--- config.mk ---
export PLATFORM = sky130hd
export DESIGN_NAME = gf8_horner_eval
export DESIGN_NICKNAME = d
export VERILOG_FILES = /design/src/rtl/gf8_horner_eval.sv
export SDC_FILE = /design/constraint.sdc
export NUM_CORES = 1
export LEC_CHECK = 0
export CAP_MARGIN = 10
export CORE_UTILIZATION = 35
export CTS_CLUSTER_SIZE = 20
export DETAILED_ROUTE_END_ITERATION = 10
export GPL_TIMING_DRIVEN = 0
export SLEW_MARGIN = 20
export SYNTH_ARGS = -nofsm -noshare
export SYNTH_HDL_FRONTEND = slang
export SYNTH_SLANG_ARGS = --single-unit
export TNS_END_PERCENT = 50
--- constraint.sdc ---
create_clock -name clk -period 4.3 [get_ports clk]
set_input_delay 0.86 -clock clk [delete_from_list [all_inputs] [get_ports clk]]
set_output_delay 0.86 -clock clk [all_outputs]
set_load 0.02 [all_outputs]
--- src/rtl/gf8_horner_eval.sv ---
`default_nettype none
// ============================================================================
// Module   : gf8_horner_eval
// Brief    : Sequential GF(2^3) polynomial evaluator using Horner's rule,
//            acc <= acc*x ^ c, one coefficient per accepted beat.
// Revision : 1.0  initial release
// ============================================================================
module gf8_horner_eval #(
    parameter int         CNT_W    = 4,
    parameter logic [2:0] RED_POLY = 3'b011
) (
    input  logic             clk,
    input  logic             rst_n,
    input  logic             start,
    input  logic [2:0]       x_in,
    input  logic [CNT_W-1:0] n_coef,
    input  logic             coef_valid,
    input  logic [2:0]       coef_data,
    output logic             coef_ready,
    output logic             result_valid,
    output logic [2:0]       result,
    input  logic             result_ready,
    output logic             busy
);

    localparam logic [1:0] c_st_idle = 2'd0;
    localparam logic [1:0] c_st_load = 2'd1;
    localparam logic [1:0] c_st_done = 2'd2;

    logic [1:0]       r_state;
    logic [2:0]       r_acc;
    logic [2:0]       r_x;
    logic [CNT_W-1:0] r_count;
    logic [2:0]       w_product;

    // Carry-less 3x3 product, then fold x^4 and x^3 back using RED_POLY.
    // x^4 is folded first because its reduction can set the x^3 term.
    function automatic logic [2:0] gf_mul(input logic [2:0] a, input logic [2:0] b);
        logic [4:0] p;
        p = 5'd0;
        for (int i = 0; i < 3; i++) begin
            if (b[i]) begin
                p = p ^ ({2'b00, a} << i);
            end
        end
        for (int k = 4; k >= 3; k--) begin
            if (p[k]) begin
                p[k] = 1'b0;
                p    = p ^ ({2'b00, RED_POLY} << (k - 3));
            end
        end
        return p[2:0];
    endfunction

    assign w_product = gf_mul(r_acc, r_x);

    always_ff @(posedge clk or negedge rst_n) begin
        if (!rst_n) begin
            r_state <= c_st_idle;
            r_acc   <= 3'd0;
            r_x     <= 3'd0;
            r_count <= '0;
        end else begin
            case (r_state)
                c_st_idle: begin
                    if (start) begin
                        r_acc <= 3'd0;
                        if (n_coef != '0) begin
                            r_x     <= x_in;
                            r_count <= n_coef;
                            r_state <= c_st_load;
                        end else begin
                            r_state <= c_st_done;
                        end
                    end
                end
                c_st_load: begin
                    if (coef_valid) begin
                        r_acc   <= w_product ^ coef_data;
                        r_count <= r_count - CNT_W'(1);
                        if (r_count == CNT_W'(1)) begin
                            r_state <= c_st_done;
                        end
                    end
                end
                c_st_done: begin
                    if (result_ready) begin
                        r_state <= c_st_idle;
                    end
                end
                default: r_state <= c_st_idle;
            endcase
        end
    end

    // result is the accumulator itself, so it holds its value in IDLE
    assign coef_ready   = (r_state == c_st_load);
    assign result_valid = (r_state == c_st_done);
    assign busy         = (r_state == c_st_load) || (r_state == c_st_done);
    assign result       = r_acc;

endmodule
`default_nettype wire
# Word-level counts from Yosys, hierarchy flattened
# Index checks and enable logic that the tools add are counted.
[word_totals]
ff_bits = 12
inputBits = 15
out_inout_bits = 6
elab_cells = 44
[op_classes]
add_sub_neg = 1
n_eq_ne = 8
muxes = 18
bitwise = 5
reduce_logical = 8
[op_table]
columns = ["cell", "count"]
rows = [
  ["2-bit two-way mux", 6],
  ["3-bit two-way mux", 4],
  ["4-bit two-way mux", 3],
  ["5-bit two-way mux", 2],
  ["4-bit case mux with 2 select lines", 1],
  ["4-bit AND reduction", 2],
  ["2-bit != test (second input constant)", 3],
  ["2-bit case mux with 3 select lines", 1],
  ["3-bit case mux with 2 select lines", 1],
  ["3-bit AND reduction", 2],
  ["5-bit XOR", 1],
  ["4-bit by 1-bit equality test with 1-bit output (second input constant)", 1],
  ["2-bit by 1-bit != test with 1-bit output (second input constant)", 2],
  ["2-bit inverter", 2],
  ["4-bit nonzero test", 1],
  ["4-bit by 1-bit subtractor with 4-bit output (second input constant)", 1],
  ["3-bit by 4-bit XOR with 4-bit output", 1],
  ["3-bit XOR", 1],
  ["2-bit by 1-bit equality test with 1-bit output (second input constant)", 1],
  ["2-bit equality test (second input constant)", 1],
  ["2-bit logical NOT", 1],
  ["2-bit nonzero test", 1],
  ["1-bit logical OR", 1],
]

# Depth between registers and ports, before layout
# Gate-level depths: netlist (run 1).
[depth]
depth_word = 12
depth_mapped = 7

# Worst setup path after synthesis (run 1)
# OpenSTA, ideal clock, no wires.
[synth_path]
path_kind = "in2reg"
from = "in n_coef[3]"
to = "reg r_x[0]"
arrival_time_ns = 1.713
setup_slack_ns = 2.463
path_stages = 4
path_cell_list = "nor4_1 -> nor2b_1 -> nand2_1 -> mux2_2"
[synth_between]
elab_chain_cells = 2
[synth_lines]
columns = ["element", "line_no", "text"]
rows = [
  ["from (decl)", "16", "input logic [CNT_W-1:0] n_coef,"],
  ["4-bit nonzero test", "68", "if (n_coef != '0) begin"],
  ["3-bit AND reduction (no source line)", "n/a", ""],
  ["to (signal assigned)", "69", "r_x <= x_in;"],
  ["to (decl)", "32", "logic [2:0] r_x;"],
]
# Every way passes these cells.
# A chain may end at the register's enable or synchronous reset.

# Final worst setup path (run 1)
[layout_path]
from = "reg r_state[1]"
to = "out coef_ready"
[layout_between]
elab_chain_cells = 1
[layout_lines]
columns = ["element", "line_no", "text"]
rows = [
  ["from (decl)", "30", "logic [1:0] r_state;"],
  ["from (signal assigned)", "59", "r_state <= c_st_idle;"],
  ["from (signal assigned)", "71", "r_state <= c_st_load;"],
  ["from (signal assigned)", "73", "r_state <= c_st_done;"],
  ["2-bit by 1-bit equality test with 1-bit output", "97", "assign coef_ready = (r_state == c_st_load);"],
  ["to (decl)", "19", "output logic coef_ready,"],
]
# Every way passes these cells.

==> results of run 1 <==
## metrics by stage
| step | area (um2) | worst slack, ns |
|---|---|---|
| 2_1_floorplan | 831 | 2.46 |
| 3_3_place_gp | 1070 | 1.83 |
| 3_5_place_dp | 1070 | 1.86 |
| 4_1_cts | 1100 | 1.66 |
| 5_1_grt | 1100 | 1.56 |
| 6_report | 1100 | 1.67 |
## registers in the layout (all words and copies together) (netlist names)
name,flops
r_count,4
r_state,2
r_x,3
result,3
## synthesized netlist by cell type
master     number  share of area, %
xnor2_1         3               3.2
inv_1           7               3.2
xor2_1          2               2.1
mux2_2          3               4.1
a31oi_1         2               1.5
nor2b_1         4               3.0
o21ai_0         6               3.6
nor3_1          2               1.2
a211oi_2        1               1.5
a21oi_1         5               3.0
a311oi_1        1               1.1
nand4_1         1              0.75
o21ai_1         2               1.2
o221ai_1        1               1.1
and2_1          1              0.75
o211a_4         1               2.1
nor4_1          1              0.75
dfrtp_1        12                36
nand3_1         1              0.60
and3_1          1              0.75
a32o_1          3               3.6
nand2b_1        1              0.75
o2111ai_1       1               1.1
or2_2           1              0.75
ha_1            5               7.5
mux2i_2         1               1.7
mux2i_1         2               2.4
nand2_1        14               6.3
and4_2          1               1.2
a211oi_1        1              0.90
nand3b_1        1              0.90
nor2_1          3               1.4
## cells in the final DEF (no fill, tap or decap), types with 2 or more instances in the layout
master,n
a21oi_1,5
mux2_2,3
o21ai_1,2
a31oi_1,2
clkdlybuf4s50_1,20
dfrtp_1,12
ha_1,5
nor3_1,2
xor2_1,2
a32o_1,3
nor2_1,3
o21ai_0,6
inv_1,7
xnor2_1,3
mux2i_1,2
clkbuf_4,3
nor2b_1,4
nand2_1,14
## worst min-delay path by stage
stage / to / slack (ns)
2_1_floorplan: r_count[1] / 0.47
3_3_place_gp: r_count[1] / 0.50
3_5_place_dp: r_count[1] / 0.51
4_1_cts: r_count[1] / 0.52
5_1_grt: r_count[1] / 0.59
6_report: r_count[1] / 0.52
## layout make-up
type | instances | area (um2) | area share (%)
Sequential cell | 12 | 300 | 27.2
Clock buffer | 4 | 36.3 | 3.29
Timing Repair Buffer | 20 | 200 | 18.2
Inverter | 7 | 26.3 | 2.38
Tap cell | 28 | 35.0 | 3.18
Multi-Input combinational cell | 72 | 504 | 45.7
## where the power goes
part / switching, uW / leakage (uW) / internal (uW) / total (uW)
sequential: 55.1 / 0.000148 / 163 / 218
combinational: 209 / 0.000287 / 189 / 398
clock: 39.9 / 0.0000210 / 51.5 / 91.4
## kinds of logic (layout without fill, tap and decap cells)
logic type,count (synthesis),count (layout),share of synthesized area (%)
xor+xnor,5,5,5.27
simple gates,32,32,19.1
mux,6,6,8.13
flops,12,12,36.1
fa+ha+maj,5,5,7.53
compound gates,24,24,20.6
buf+inv,7,31,3.16
## per-layer routing
layer / wire length, um / part of all wire, % / vias up / GRT usage [%]
met5: 0 / 0 / - / 0
met4: 14 / 0.80 / 0 / 8.33
met3: 71 / 4.0 / 2 / 3.03
met2: 845 / 48 / 21 / 28.4
met1: 825 / 47 / 363 / 18.7
li1: - / - / 378 / -
## worst reg2reg max path, cell delays in order (launching register included)
cell and delay [ns]:
dfrtp_1 0.41, inv_1 0.09, ha_1 0.33, inv_1 0.21, o211a_4 0.33, nand4_1 0.12, o21ai_1 0.08, a211oi_1 0.23
==> flow_summary_export.csv, run 1 <==
group,metric,value,unit
timing,tightest_slew,0.527,ns
clocking,clkTransAtPathRegs,0.08,ns
critical_path,worstPathRequired,3.44,ns
route,wl_per_cell,12.3,um
layout,fillers,232,
critical_path,reg2reg_from,"r_state[1]",
timing,max_freq,380,MHz
clocking,clkLatencyLatePin,0.27,ns
critical_path,r2r_end,"r_count[3]",
die,die_h,50.7,um
critical_path,cp_cell_sequence,"inv_1, ha_1, clkdlybuf4s50_1",
yosys,synth_cells,91,
grt,grt_first_pass_wirelength,3110,um
critical_path,critPathMaxFanout,9,
timing,timing.hold.ws,0.518,ns
layout,post-route-util,49.4,%
yosys,yosysSeqAreaShare,36.1,%
clocking,hold_buffers,0,
power,ir_worst_vdd,0.426,mV
die,ios,21,
critical_path,worstPathArrival,1.77,ns
route,vias,764,
grt,grt_max_degree,13,
place,post-dp-hpwl,1350,um
critical_path,reg2reg_depth,7,
layout,stdcell_count,143,
clocking,clockRootBuffer,"clkbuf_4",
place,gp_congestion,0.796,
die,die_w,50.7,um
timing,finalSetupTns,0,ns
route,ant_nets,0,
yosys,synth_nets,111,
critical_path,critical-path-slowest-cell,"clkdlybuf4s50_1",
clocking,cts_made_buffers,3,
timing,skew,0.00644,ns
die,rows,17,
hold_path,whs_path_depth,2,
critical_path,reg2reg_slack,2.42,ns
critical_path,critical_path_depth,3,
clocking,post_cts_buffers,0,
place,place_inst,139,
timing,layout_min_cycle_time,2.63,ns
layout,syn_to_final_growth,32.7,%
place,port_buffers,20,
timing,finalHoldViolCount,0,
hold_path,min_from,"r_count[1]",
run_status,status,"finished clean",
flow_run,cap_violations,0,
yosys,yosysWarnings,0,
yosys,synth_area,831,um2
grt,antenna_found_initial,0,
critical_path,slowest_delay,0.67,ns
clocking,cts_resized,0,
power,p_total,707,uW
route,firstDrtPassIters,4,
layout,antenna_cells,0,
critical_path,startpoint,"r_state[1]",
clocking,clock_sinks,12,
critical_path,critPathBufInv,2,
clocking,htreeDepth,1,
yosys,ys_types,32,
critical_path,crit_end,"coef_ready",
route,viasPerCell,5.34,
power,power_density,642,nW/um2
route,drt-total-wl,1760,um
critical_path,cp_top_family,"buffers and inverters",
power,p_leak,0.000456,uW
grt,grt.total_usage,16.3,%
timing,slew_violations,0,
route,drcViolationCount,0,
timing,finalSetupViolCount,0,
critical_path,worstSetupPathType,"flop to primary output",
clocking,clock_path_buffers,2,
critical_path,worst_setup_path_start_kind,"flop",
timing,rsz0062_at_grt,"false",
clocking,cts_tree,"yes",
die,die_area,2570,um2
yosys,yosys_register_bits,12,
die,core-area,2230,um2
critical_path,worst_setup_path_end_kind,"primary output",
grt,grt_pass1_vias,743,
yosys,avgSynthCellArea,9.13,um2
timing,relSlewSlack,64.8,%
hold_path,hold_path.class,"flop to flop",
grt,gr-total-overflow,0,
timing,min_period_over_period,61.3,%
layout,fin_nets,136,
die,start_util,37.2,%
route,drt_iter0_markers,15,
layout,final_layout_size_suffix_gt1_share,10.4,%
(Power assumes the default switching activity.)
==> inputs of run 2 (changes only) <==
==> constraint.sdc (replaced) <==
create_clock -name clk -period 2.3 [get_ports clk]
set_input_delay 0.46 -clock clk [delete_from_list [all_inputs] [get_ports clk]]
set_output_delay 0.46 -clock clk [all_outputs]
set_load 0.02 [all_outputs]
==> flow_summary_export.csv, run 2 (synthesis gave the netlist of run 1 again) <==
group,metric,value,unit
die,ios,21,
power,ir_worst_vdd,0.796,mV
layout,fin_nets,136,
critical_path,critical-path-slowest-cell,"clkdlybuf4s50_1",
power,sw_frac_of_total,43.0,%
layout,fin_area,1100,um2
power,p_leak,0.000455,uW
critical_path,critPathMaxFanout,9,
die,die_area,2570,um2
power,seq_power_share,30.7,%
route,drcViolationCount,0,
layout,multi_input_area,507,um2
clocking,clock_sinks,12,
timing,tightest_slew,0.525,ns
critical_path,critical_path_depth,3,
layout,syn_to_final_growth,33.0,%
run_status,status,"finished clean",
timing,finalHoldViolCount,0,
grt,grt.total_usage,16.3,%
critical_path,worstPathArrival,1.69,ns
power,switching_power,571,uW
place,port_buffers,20,
layout,antenna_cells,0,
timing,timing.hold.ws,0.518,ns
clocking,cts_made_buffers,3,
critical_path,r2r_end,"r_count[2]",
layout,fillers,232,
critical_path,reg2reg_slack,0.55,ns
power,pwr-share-clk,13.0,%
layout,stdcell_count,143,
place,place_inst,139,
die,die_w,50.7,um
critical_path,startpoint,"r_state[1]",
route,vias,760,
grt,grt_max_degree,13,
die,die_h,50.7,um
critical_path,reg2reg_from,"r_state[1]",
power,pwr-share-comb,56.3,%
timing,max_freq,466,MHz
timing,finalSetupTns,0,ns
clocking,clock_path_buffers,2,
route,drt-total-wl,1760,um
power,power_density,1200,nW/um2
grt,antenna_found_initial,0,
clocking,clkTransAtPathRegs,0.08,ns
timing,relSlewSlack,64.9,%
flow_run,cap_violations,0,
place,gp_congestion,0.796,
critical_path,slowest_delay,0.64,ns
critical_path,worst_setup_path_start_kind,"flop",
layout,largest_reg_flops,4,
layout,mostFrequentLayoutCells,"clkdlybuf4s50_1 (20), nand2_1 (14), dfrtp_1 (12)",
clocking,htreeDepth,1,
place,placed_area,1070,um2
critical_path,crit_end,"coef_ready",
die,core-area,2230,um2
route,drt_iter0_markers,15,
grt,grt_pass1_vias,743,
grt,grt_first_pass_wirelength,3110,um
timing,slew_violations,0,
route,wl_per_cell,12.3,um
timing,finalSetupViolCount,0,
grt,gr-total-overflow,0,
timing,rsz0062_at_grt,"false",
route,viasPerCell,5.31,
route,ant_nets,0,
route,firstDrtPassIters,4,
layout,final_common_cell,"clkdlybuf4s50_1",
layout,post-route-util,49.5,%
die,rows,17,
timing,layout_min_cycle_time,2.15,ns
critical_path,worstSetupPathType,"flop to primary output",
critical_path,cp_top_family,"buffers and inverters",
critical_path,cp_cell_sequence,"inv_1, ha_2, clkdlybuf4s50_1",
power,internal_power,756,uW
timing,min_period_over_period,93.4,%
clocking,clockRootBuffer,"clkbuf_4",
timing,skew,0.00636,ns
critical_path,critPathBufInv,2,
layout,regArea,300,um2
critical_path,reg2reg_depth,6,
layout,top_register,"r_count",
clocking,cts_tree,"yes",
critical_path,worstPathRequired,1.84,ns
die,start_util,37.2,%
place,post-dp-hpwl,1350,um
clocking,clkLatencyLatePin,0.28,ns
hold_path,hold_path.class,"input port to asynchronous set/reset pin",
critical_path,worst_setup_path_end_kind,"primary output",
layout,final_layout_size_suffix_gt1_share,11.3,%
==> run 2: cell counts in the layout (fill, tap and decap cells not counted) <==
Identical to the previous run, type by type.
==> run 2: power groups by stage <==
stage | Clock [uW] | Sequential (uW) | Combinational, uW
after floorplan | 0 | 398 | 538
after global placement | 0 | 410 | 734
after detailed placement | 0 | 411 | 743
after CTS | 173 | 409 | 751
after global routing | 186 | 426 | 835
final | 172 | 408 | 747
==> run 2: layer usage <==
metal	wire length, um	up-vias	track usage (%)
met5	0	-	0
met4	14	0	8.33
met3	79	2	3.03
met2	846	21	28.4
met1	819	359	18.7
li1	-	378	-
==> run 2: final cells by class <==
type                            count  area share, %
Tap cell                           28           3.17
Inverter                            7           2.38
Clock buffer                        4           3.28
Timing Repair Buffer               20           18.1
Multi-Input combinational cell     72           45.9
Sequential cell                    12           27.2
==> run 2: worst min-delay path by stage <==
stage               start          to  slack, ns  depth (start not counted)
5_1_grt        r_count[1]  r_count[1]       0.59                          2
2_1_floorplan       rst_n  r_count[0]       0.16                          0
4_1_cts        r_count[1]  r_count[1]       0.52                          2
6_report            rst_n   result[1]       0.52                          1
3_5_place_dp   r_count[1]  r_count[1]       0.51                          2
3_3_place_gp   r_count[1]  r_count[1]       0.50                          2
==> run 2: stage by stage <==
step	total power (uW)	setup WS, ns
floorplan	936	0.540
CTS	1330	0.0582
finish	1330	0.153
global route	1450	0.0619
global placement	1140	0.234
detailed placement	1150	0.263
==> run 2: what timing repair did <==
action                                  4_1_cts  5_1_grt
hold buffers                                  0        0
endpoints found under the setup margin        0        1
gates resized for setup                       0        1
setup buffers                                 0        0
endpoints found under the hold margin         0        0
